## config.mk

```make
export PLATFORM = sky130hd
export DESIGN_NAME = serial_add_sub_flat
export DESIGN_NICKNAME = d
export VERILOG_FILES = /design/src/rtl/serial_add_sub_if.sv /design/src/rtl/serial_add_sub.sv /design/src/flat_wrapper.sv
export SDC_FILE = /design/constraint.sdc
export NUM_CORES = 1
export LEC_CHECK = 0
export BUFFER_PORTS_ARGS = -buffer_cell sky130_fd_sc_hd__buf_4
export CAP_MARGIN = 20
export CORE_MARGIN = 10
export CORE_UTILIZATION = 40
export DETAILED_ROUTE_END_ITERATION = 8
export GPL_TIMING_DRIVEN = 0
export HOLD_SLACK_MARGIN = 0.05
export PLACE_DENSITY = 0.68
export SYNTH_ARGS = -nofsm -noshare
export SYNTH_HDL_FRONTEND = slang
export SYNTH_SLANG_ARGS = --single-unit
```

## constraint.sdc

```tcl
create_clock -name clk -period 1.8 [get_ports clk]
set_input_delay 0.27 -clock clk [delete_from_list [all_inputs] [get_ports clk]]
set_output_delay 0.27 -clock clk [all_outputs]
set_load 0.02 [all_outputs]
```

## src/rtl/serial_add_sub_if.sv

```systemverilog
// Operand/result bundle for the bit-serial adder/subtractor.
// Handshake: start is a one-cycle request taken only while the block is idle (busy=0, done=0);
// a, b, sub and c_in are captured on that same edge. done pulses for one cycle when r/c_out are valid.
interface serial_add_sub_if #(
  parameter int WIDTH = 4
);
  logic             start;
  logic             sub;
  logic [WIDTH-1:0] a;
  logic [WIDTH-1:0] b;
  logic             c_in;
  logic             busy;
  logic             done;
  logic [WIDTH-1:0] r;
  logic             c_out;

  modport master (
    output start, sub, a, b, c_in,
    input  busy, done, r, c_out
  );

  modport slave (
    input  start, sub, a, b, c_in,
    output busy, done, r, c_out
  );
endinterface

```

## src/rtl/serial_add_sub.sv

```systemverilog
// Bit-serial add/subtract: one full adder processes one operand bit per clock, LSB first.
// Results land on r/c_out only when the last bit is processed, so partial sums are never visible.
module serial_add_sub #(
  parameter int WIDTH = 4
) (
  input  logic                 clk,
  input  logic                 rst,
  serial_add_sub_if.slave      bus,
  output logic [1:0]           dbg_state
);
  localparam int CW = (WIDTH > 1) ? $clog2(WIDTH) : 1;

  typedef enum logic [1:0] {
    IDLE = 2'd0,
    BUSY = 2'd1,
    DONE = 2'd2
  } state_t;

  state_t           state, state_nxt;
  logic [WIDTH-1:0] x_sh, y_sh, acc, acc_nxt;
  logic             carry;
  logic [CW-1:0]    cnt;
  logic [WIDTH-1:0] r_q;
  logic             c_out_q;
  logic             sum_bit, carry_nxt, last_bit;

  // Single full adder shared by every bit position.
  always_comb begin
    sum_bit   = x_sh[0] ^ y_sh[0] ^ carry;
    carry_nxt = (x_sh[0] & y_sh[0]) | (x_sh[0] & carry) | (y_sh[0] & carry);
    acc_nxt   = {sum_bit, acc[WIDTH-1:1]};
    last_bit  = (cnt == CW'(WIDTH - 1));
  end

  always_ff @(posedge clk) begin
    if (rst) state <= IDLE;
    else     state <= state_nxt;
  end

  always_comb begin
    state_nxt = state;
    case (state)
      IDLE:    if (bus.start) state_nxt = BUSY;
      BUSY:    if (last_bit)  state_nxt = DONE;
      DONE:    state_nxt = IDLE;
      default: state_nxt = IDLE;
    endcase
  end

  always_ff @(posedge clk) begin
    if (rst) begin
      x_sh    <= '0;
      y_sh    <= '0;
      acc     <= '0;
      carry   <= 1'b0;
      cnt     <= '0;
      r_q     <= '0;
      c_out_q <= 1'b0;
    end else begin
      case (state)
        IDLE: begin
          if (bus.start) begin
            // Subtraction is a + ~b + 1: invert b and force the carry-in high.
            x_sh  <= bus.a;
            y_sh  <= bus.sub ? ~bus.b : bus.b;
            carry <= bus.sub ? 1'b1 : bus.c_in;
            acc   <= '0;
            cnt   <= '0;
          end
        end
        BUSY: begin
          x_sh  <= {1'b0, x_sh[WIDTH-1:1]};
          y_sh  <= {1'b0, y_sh[WIDTH-1:1]};
          acc   <= acc_nxt;
          carry <= carry_nxt;
          if (last_bit) begin
            r_q     <= acc_nxt;
            c_out_q <= carry_nxt;
          end else begin
            cnt <= cnt + 1'b1;
          end
        end
        default: ;
      endcase
    end
  end

  assign bus.busy  = (state == BUSY);
  assign bus.done  = (state == DONE);
  assign bus.r     = r_q;
  assign bus.c_out = c_out_q;
  assign dbg_state = state;
endmodule

```

## src/flat_wrapper.sv

```systemverilog
// flat-port wrapper written by rule: the top's interface ports become plain ports
module serial_add_sub_flat 
#(
  parameter int WIDTH = 4
)
  (clk, rst, dbg_state, bus_start, bus_sub, bus_a, bus_b, bus_c_in, bus_busy, bus_done, bus_r, bus_c_out);
  serial_add_sub_if #(.WIDTH(WIDTH)) bus_i ();
  input  logic clk;
  input  logic rst;
  output logic [1:0] dbg_state;
  input wire logic [$bits(bus_i.start)-1:0] bus_start;
  input wire logic [$bits(bus_i.sub)-1:0] bus_sub;
  input wire logic [$bits(bus_i.a)-1:0] bus_a;
  input wire logic [$bits(bus_i.b)-1:0] bus_b;
  input wire logic [$bits(bus_i.c_in)-1:0] bus_c_in;
  output wire logic [$bits(bus_i.busy)-1:0] bus_busy;
  output wire logic [$bits(bus_i.done)-1:0] bus_done;
  output wire logic [$bits(bus_i.r)-1:0] bus_r;
  output wire logic [$bits(bus_i.c_out)-1:0] bus_c_out;
  assign bus_i.start = bus_start;
  assign bus_i.sub = bus_sub;
  assign bus_i.a = bus_a;
  assign bus_i.b = bus_b;
  assign bus_i.c_in = bus_c_in;
  assign bus_busy = bus_i.busy;
  assign bus_done = bus_i.done;
  assign bus_r = bus_i.r;
  assign bus_c_out = bus_i.c_out;
  serial_add_sub #(.WIDTH(WIDTH)) u_core (.clk(clk), .rst(rst), .bus(bus_i), .dbg_state(dbg_state));
endmodule
```

==> results.py, run 1 <==
metrics = {
    "floorplan": {
        "io_pins": 22,
        "start_util_pct": 42.1,
        "coreArea_um2": 2230,
        "die_w_um": 68.5,
        "die_area_um2": 4690,
        "rows": 17,
        "die_y_um": 68.5,
    },
    "grt": {
        "grt_pass1_vias": 791,
        "grtUsageTotal_pct": 9.35,
        "antenna_found_initial": 0,
        "grtUsageMet1_pct": 10.6,
        "busiest_layer": "met2",
        "grt_use_met3_pct": 4.73,
        "grt_max_degree": 13,
        "grt_overflow_total": 0,
        "grt_use_met2_pct": 15.6,
        "grt_pass1_wl_um": 3410,
    },
    "sta": {
        "final-hold-violation-count": 0,
        "tns_ps": 0,
        "slew_headroom_pct": 50.7,
        "max_freq_ghz": 0.608,
        "setup-violations-final": 0,
        "post-route-period-util_pct": 91.4,
        "postLayoutSetupSlackWorst_ps": 155,
        "finalCriticalPeriod_ps": 1640,
        "rsz0062_at_grt": "false",
        "holdWs_ps": 177,
        "tightest_slew_ps": 738,
        "finClkSkew_ps": 4.35,
        "drv_slew": 0,
    },
    "worst_setup_path": {
        "critPathKind": "reg -> out",
        "crit_path_end_kind": "primary output",
        "crit_required_ps": 1530,
        "start_kind": "flop",
        "ff2ff_path_depth": 4,
        "r2r_start": "u_core.dbg_state[0]",
        "arrival_ps": 1370,
        "r2r_slack_ps": 400,
        "reg2reg_to": "u_core.y_sh[3]",
        "worstPathMaxFanout": 10,
    },
    "power": {
        "total_power_mw": 0.884,
        "power.leakage_nw": 0.471,
        "ir_worst_vdd_mv": 0.704,
        "power_density_nw_per_um2": 766,
    },
    "clock_network": {
        "cts_htree_levels": 1,
        "post_cts_buffers": 0,
        "cts_resized": 0,
        "cts_buffer_depth": 2,
        "hold_buffers": 0,
        "clkLatencyLatePin_ps": 300,
        "clk_pin_slew_ps": 110,
        "cts_sinks": 21,
        "clockRootBuffer": "clkbuf_4",
        "cts_tree": "done",
        "cts_buffers": 3,
    },
    "detailed_routing": {
        "post_drt_wl_per_cell_um": 12.7,
        "drt_iter0_markers": 25,
        "vias": 789,
        "drc": 0,
        "antenna_left": 0,
        "dr.pass1.iters": 4,
        "vias_per_cell": 5.09,
        "routed_wl_um": 1960,
    },
    "placement": {
        "portBuffers": 20,
        "dpl.cell_count": 151,
        "pre_cts_ws_ps": 401,
        "hpwl_um": 1530,
        "place_area_um2": 1120,
        "routabilityCongestion": 0.717,
    },
    "layout": {
        "fin_cells": 155,
        "layout_common_cells": "buf_4, dfxtp_1, nor2_1, nand2_1, a21oi_1",
        "layout-drive-gt1-share_pct": 27.6,
        "fin_util_pct": 51.7,
        "syn_to_final_growth_pct": 22.8,
        "stdcell_area_um2": 1150,
        "antenna_cells": 0,
        "final_nets": 143,
    },
    "status": {
        "status": "completed",
    },
    "synth": {
        "syn_area_um2": 940,
        "syn_avg_cell_area_um2": 9.12,
        "syn_nets": 118,
        "synthCells": 103,
        "synth_warnings": 0,
        "synth_cell_types": 30,
        "ys_ff_latch": 21,
        "yosysSeqAreaShare_pct": 44.7,
    },
    "min_path": {
        "holdCritPathClass": "in -> reg",
        "whs_path_depth": 2,
        "worstHoldStart": "rst",
        "whs_endpoint": "u_core.carry",
    },
    "job": {
        "drv_cap": 0,
    },
}
report_power, final:
part           total (mW)  switching [mW]  internal [mW]
combinational       0.157          0.0813         0.0755
sequential          0.506          0.0159          0.490
clock               0.222           0.139         0.0829
Yosys cell counts:
cell type / count / area (um^2)
dfxtp_1: 21 / 420
nor2_1: 16 / 60.1
nand2_1: 9 / 33.8
a21oi_1: 8 / 40.0
nand3_1: 6 / 30.0
a22oi_1: 5 / 37.5
nand2b_1: 4 / 25.0
buf_6: 3 / 33.8
clkbuf_1: 3 / 11.3
nand3b_1: 3 / 22.5
xnor2_1: 3 / 26.3
a2111oi_1: 2 / 20.0
a211oi_1: 2 / 15.0
nor2b_1: 2 / 12.5
a2111oi_2: 1 / 15.0
a311oi_2: 1 / 15.0
a31oi_1: 1 / 6.26
buf_2: 1 / 5.00
fa_1: 1 / 20.0
ha_1: 1 / 12.5
inv_2: 1 / 3.75
mux2i_1: 1 / 10.0
nand2_2: 1 / 6.26
nor3_1: 1 / 5.00
nor3b_1: 1 / 7.51
o21ba_2: 1 / 10.0
o21bai_2: 1 / 11.3
o41ai_1: 1 / 8.76
or3_1: 1 / 6.26
xor2_1: 1 / 8.76
layout make-up:
type	count	area [um^2]
repair buffers	20	150
well taps	28	35.0
inverters	1	3.75
multi-input cells	74	465
clock buffers	3	22.5
fillers	220	1080
flip-flops and latches	21	422
clock inverters	1	5.00
plain buffers	7	50.0
kinds of logic (layout without fill, tap and decap cells):
logic type	Yosys count	count (layout)	synth area share [%]
xor gates and xnor gates	4	4	3.73
and+or+nand+nor	44	44	22.2
adders and majority gates	2	2	3.46
muxes	1	1	1.07
DFF	21	21	44.7
AOI/OAI and AO/OA	23	23	19.0
buffers and inverters	8	32	5.72
layer usage:
layer	wire, um	vias up
met4	7	0
met1	876	362
met3	167	2
met5	0	-
li1	-	407
met2	911	18
critical path, cell delays in order (launching register included):
cell and delay, ps:
dfxtp_1 360, buf_6 140, nand2b_1 70, buf_6 140
inv_2 80, buf_6 140, buf_4 140
sequential cells by signal, indices dropped and copies added (netlist names):
signal / cells
u_core.bus.c_out: 1
u_core.carry: 1
u_core.y_sh: 4
u_core.x_sh: 4
u_core.bus.r: 4
u_core.dbg_state: 2
u_core.cnt: 2
u_core.acc: 3
worst max path at each step:
| stage | startpoint | endpoint | depth (start not counted) |
|---|---|---|---|
| finish | u_core.dbg_state[0] | bus_busy | 6 |
| global route | u_core.dbg_state[0] | bus_busy | 6 |
| CTS | u_core.dbg_state[1] | bus_busy | 5 |
| detailed placement | u_core.dbg_state[0] | u_core.y_sh[2] | 3 |
| global placement | u_core.dbg_state[0] | u_core.y_sh[2] | 3 |
| floorplan | u_core.dbg_state[0] | u_core.x_sh[2] | 7 |
Note: power is estimated with default switching activity, not from simulation.
==> run 2, diff against run 1 <==
- clock period: 1.8 -> 2.1 ns (I/O delays scaled with it)
==> run 2 against run 1 <==
- critical endpoint unchanged
- wire length about the same
- setup slack improved by 220 ps
- combinational power decreased by 15%
- total power decreased by 14%
- clock-buffer cell count unchanged
- die area unchanged
- non-clock buffer count unchanged
==> results.py, run 2 (synthesis gave the netlist of run 1 again) <==
metrics = {
    "grt": {
        "grt_overflow_total": 0,
        "grt_pass1_vias": 791,
        "antenna_found_initial": 0,
        "grt_max_degree": 13,
        "grt_pass1_wl_um": 3410,
        "grtUsageTotal_pct": 9.35,
    },
    "min_path": {
        "holdCritPathClass": "in -> reg",
    },
    "floorplan": {
        "start_util_pct": 42.1,
        "rows": 17,
        "die_area_um2": 4690,
        "coreArea_um2": 2230,
        "io_pins": 22,
        "die_y_um": 68.5,
        "die_w_um": 68.5,
    },
    "clock_network": {
        "clk_pin_slew_ps": 110,
        "clkLatencyLatePin_ps": 300,
        "hold_buffers": 0,
        "cts_resized": 0,
        "post_cts_buffers": 0,
        "cts_tree": "done",
        "cts_buffer_depth": 2,
        "cts_buffers": 3,
        "cts_htree_levels": 1,
        "cts_sinks": 21,
        "clockRootBuffer": "clkbuf_4",
    },
    "detailed_routing": {
        "post_drt_wl_per_cell_um": 12.7,
        "drc": 0,
        "dr.pass1.iters": 4,
        "vias": 792,
        "antenna_left": 0,
        "vias_per_cell": 5.11,
        "routed_wl_um": 1960,
        "drt_iter0_markers": 25,
    },
    "layout": {
        "layout-drive-gt1-share_pct": 26.8,
        "fin_util_pct": 51.6,
        "final_common_cell": "dfxtp_1",
        "syn_to_final_growth_pct": 22.6,
        "ff_latch_area_um2": 420,
        "fin_cells": 155,
        "antenna_cells": 0,
        "multi_input_comb_area_um2": 465,
        "nFillCells": 221,
        "layout_common_cells": "dfxtp_1, buf_4, nor2_1, nand2_1, a21oi_1",
        "final_nets": 143,
    },
    "sta": {
        "tightest_slew_ps": 738,
        "max_freq_ghz": 0.581,
        "drv_slew": 0,
        "postLayoutSetupSlackWorst_ps": 379,
        "slew_headroom_pct": 50.7,
        "final-hold-violation-count": 0,
        "rsz0062_at_grt": "false",
        "setup-violations-final": 0,
        "tns_ps": 0,
        "finClkSkew_ps": 4.34,
        "finalCriticalPeriod_ps": 1720,
        "post-route-period-util_pct": 81.9,
    },
    "power": {
        "ir_worst_vdd_mv": 0.604,
        "power.leakage_nw": 0.470,
        "power_density_nw_per_um2": 658,
    },
    "placement": {
        "portBuffers": 20,
        "pre_cts_ws_ps": 701,
        "dpl.cell_count": 151,
        "hpwl_um": 1530,
        "routabilityCongestion": 0.717,
    },
    "status": {
        "status": "completed",
    },
    "worst_setup_path": {
        "crit_path_end_kind": "primary output",
        "crit_required_ps": 1780,
        "arrival_ps": 1410,
        "worstPathMaxFanout": 10,
        "start_kind": "flop",
        "critPathKind": "reg -> out",
    },
    "job": {
        "drv_cap": 0,
    },
}
-- run 2: final timing paths --
check	slack, ps	endpoint	depth (start not counted)	from
setup / recovery	380	bus_busy	5	u_core.dbg_state[1]
hold / removal	220	u_core.carry	2	rst
setup reg to reg	700	u_core.y_sh[3]	4	u_core.dbg_state[0]
hold reg to reg	460	u_core.bus.r[0]	2	u_core.bus.r[0]
-- run 2: layout make-up --
cell class	count	area share [%]
Timing Repair Buffer	20	13.0
Sequential cell	21	36.5
Buffer	7	4.34
Clock inverter	1	0.434
Multi-Input combinational cell	74	40.4
Tap cell	28	3.04
Clock buffer	3	1.95
Inverter	1	0.326
-- run 2: stage by stage --
| step | hold WS (ps) | instance area, um^2 | power (mW) |
|---|---|---|---|
| finish | 223 | 1150 | 0.758 |
| global route | 233 | 1150 | 0.800 |
| CTS | 221 | 1150 | 0.765 |
| detailed placement | 452 | 1120 | 0.578 |
| global placement | 445 | 1120 | 0.574 |
| floorplan | 420 | 940 | 0.534 |
-- run 2: layer usage --
metal	wire length, um	part of all wire (%)	global-route usage (%)
met2	909	46	15.6
met5	0	0	0
met1	872	44	10.6
met4	7	0.36	1.51
met3	173	8.8	4.73
-- run 2: report_power, final --
group	total, mW	leakage, nW	internal (mW)	switching [mW]
combinational	0.134	0.281	0.0647	0.0698
sequential	0.433	0.172	0.420	0.0136
clock	0.190	0.0177	0.0710	0.119
-- run 2: worst max-delay path, cell delays in order, from the launching register on --
cell	delay, ps
dfxtp_1	460
nand2b_1	160
buf_6	130
inv_2	60
buf_6	130
buf_4	150
==> run 3, diff against run 2 <==
- ABC_AREA: not set -> 1
- PLACE_DENSITY: 0.68 -> 0.71
- clock period: 2.1 -> 1.5 ns (I/O delays scaled with it)
==> run 3 against run 2 <==
- synthesized cell count increased by 39%
- final cell count increased by 26%
- clock-buffer cell count increased by 1
- critical path type unchanged
- critical endpoint unchanged
==> results.py, run 3 <==
metrics = {
    "floorplan": {
        "rows": 17,
        "die_area_um2": 4730,
        "start_util_pct": 42.6,
        "io_pins": 22,
        "die_y_um": 68.8,
        "die_w_um": 68.8,
        "coreArea_um2": 2230,
    },
    "clock_network": {
        "cts_sinks": 21,
        "cts_buffers": 3,
        "clockRootBuffer": "clkbuf_4",
        "cts_tree": "done",
        "clkLatencyLatePin_ps": 290,
        "hold_buffers": 0,
        "clk_pin_slew_ps": 110,
        "cts_htree_levels": 1,
        "cts_buffer_depth": 2,
    },
    "worst_setup_path": {
        "r2r_start": "u_core.dbg_state[0]",
        "worstPathMaxFanout": 9,
        "crit_chain": "nand2_2, inv_4, buf_4",
        "reg2reg_to": "u_core.carry",
        "critPathCapture": "bus_busy",
        "ff2ff_path_depth": 6,
        "crit_path_end_kind": "primary output",
        "r2r_slack_ps": 300,
        "critPathKind": "reg -> out",
        "cpMaxStageDelayCell": "dfxtp_2",
        "cp_slowest_stage_delay_ps": 440,
        "crit_required_ps": 1270,
        "arrival_ps": 1160,
        "start_kind": "flop",
        "startpoint": "u_core.dbg_state[0]",
    },
    "synth": {
        "synth_top_area_share_pct": 44.2,
        "synth.area.top_cells": "dfxtp_1, nand2_1, nor2_1",
        "syn_nets": 158,
        "syn_avg_cell_area_um2": 6.66,
        "syn_area_um2": 952,
        "synth_edf_count": 0,
        "synth-main-ff-cell": "dfxtp_1",
        "synth_cell_types": 15,
        "yosysMostFrequentCell": "nand2_1",
        "synthCells": 143,
        "ys_ff_latch": 21,
        "synth_top_area_cell": "dfxtp_1",
        "synthTopCellsByCount": "nand2_1, dfxtp_1, nor2_1",
        "yosysSeqAreaShare_pct": 44.2,
        "synth_warnings": 0,
        "ys_async_sr_fraction_pct": 0,
    },
    "placement": {
        "portBuffers": 21,
        "pre_cts_ws_ps": 200,
        "hpwl_um": 1750,
        "routabilityCongestion": 0.807,
        "place_area_um2": 1140,
    },
    "layout": {
        "layout-drive-gt1-share_pct": 19.6,
        "fin_util_pct": 52.6,
        "layout_common_cells": "nand2_1, buf_4, dfxtp_1, nor2_1, inv_1",
        "syn_to_final_growth_pct": 23.4,
        "final_nets": 184,
        "stdcell_area_um2": 1170,
        "antenna_cells": 0,
        "final_common_cell": "nand2_1",
    },
    "sta": {
        "drv_slew": 0,
        "post-route-period-util_pct": 92.6,
        "final-hold-violation-count": 0,
        "tns_ps": 0,
        "finClkSkew_ps": 3.29,
        "tightest_slew_ps": 213,
        "holdWs_ps": 115,
        "postLayoutSetupSlackWorst_ps": 111,
        "rsz0062_at_grt": "false",
        "slew_headroom_pct": 85.8,
        "finalCriticalPeriod_ps": 1390,
        "max_freq_ghz": 0.720,
        "setup-violations-final": 0,
    },
    "power": {
        "power_density_nw_per_um2": 891,
        "ir_worst_vdd_mv": 0.527,
        "power.leakage_nw": 0.609,
    },
    "job": {
        "drv_cap": 0,
    },
    "grt": {
        "grt_max_degree": 12,
        "grtUsageTotal_pct": 10.3,
        "grt_overflow_total": 0,
        "grt_pass1_wl_um": 3800,
        "antenna_found_initial": 0,
        "grt_pass1_vias": 901,
    },
    "detailed_routing": {
        "drt_iter0_markers": 27,
        "dr.pass1.iters": 6,
        "drc": 0,
        "antenna_left": 0,
        "vias": 940,
        "post_drt_wl_per_cell_um": 11.5,
        "routed_wl_um": 2250,
        "vias_per_cell": 4.80,
    },
    "min_path": {
        "holdCritPathClass": "in -> reg",
        "worstHoldStart": "rst",
    },
    "status": {
        "status": "completed",
    },
}
==> run 3: changes by cell type after synthesis, sizes merged, moves of 4 or more <==
cell,delta
nand2b,-4
inv,+14
a22oi,-5
nand3,+5
nand2,+46
o21ai,+9
==> run 3: worst min-delay path by stage <==
stage / cells past startpoint / to
6_report: 2 / u_core.dbg_state[0]
3_3_place_gp: 2 / u_core.acc[1]
2_1_floorplan: 1 / u_core.acc[1]
3_5_place_dp: 2 / u_core.acc[1]
4_1_cts: 2 / u_core.dbg_state[0]
5_1_grt: 2 / u_core.dbg_state[0]
==> run 3: power by group <==
group | total [mW] | internal [mW] | switching, mW
combinational | 0.179 | 0.0762 | 0.103
sequential | 0.607 | 0.588 | 0.0192
clock | 0.261 | 0.103 | 0.157
total | 1.05 | 0.767 | 0.279
==> run 3: repair_timing <==
| action | in CTS | in global routing |
|---|---|---|
| resized for setup | 2 | 1 |
| setup endpoints to repair | 1 | 1 |
| pin swaps | 0 | 0 |
| setup buffers | 0 | 0 |
==> run 3: logic make-up (layout without fill, tap and decap cells) <==
logic type | Yosys count | in the layout | synth area share, %
adder cells (fa/ha/maj) | 2 | 2 | 3.42
AO/OA/AOI/OAI | 16 | 16 | 8.41
buffers and inverters | 20 | 45 | 8.67
flip-flops | 21 | 21 | 44.2
AND/OR/NAND/NOR | 84 | 84 | 35.3
==> run 3: through the flow <==
step	total power, mW	instances
2_1_floorplan	0.728	143
3_3_place_gp	0.790	192
3_5_place_dp	0.797	192
4_1_cts	1.06	196
5_1_grt	1.12	196
6_report	1.05	196
==> run 3: per-layer routing <==
metal	vias up	GRT usage [%]	part of all wire [%]
met2	20	17.9	51
met5	-	0	0
met3	2	2.58	5.4
met4	0	4.93	0.62
li1	488	-	-
met1	430	11.6	43
==> run 3: area by class of cell <==
class / instances / area, um^2
Buffer: 4 / 22.5
Fill cell: 235 / 1060
Multi-Input combinational cell: 102 / 449
Tap cell: 28 / 35.0
Clock buffer: 4 / 26.3
Sequential cell: 21 / 422
Inverter: 16 / 62.6
Timing Repair Buffer: 21 / 158
==> run 3: worst max-delay path, delay by kind of cell, from the launching register on <==
| kind | cells | cell delay [ps] |
|---|---|---|
| DFF | 1 | 440 |
| buffers and inverters | 2 | 280 |
| and+or+nand+nor | 1 | 140 |
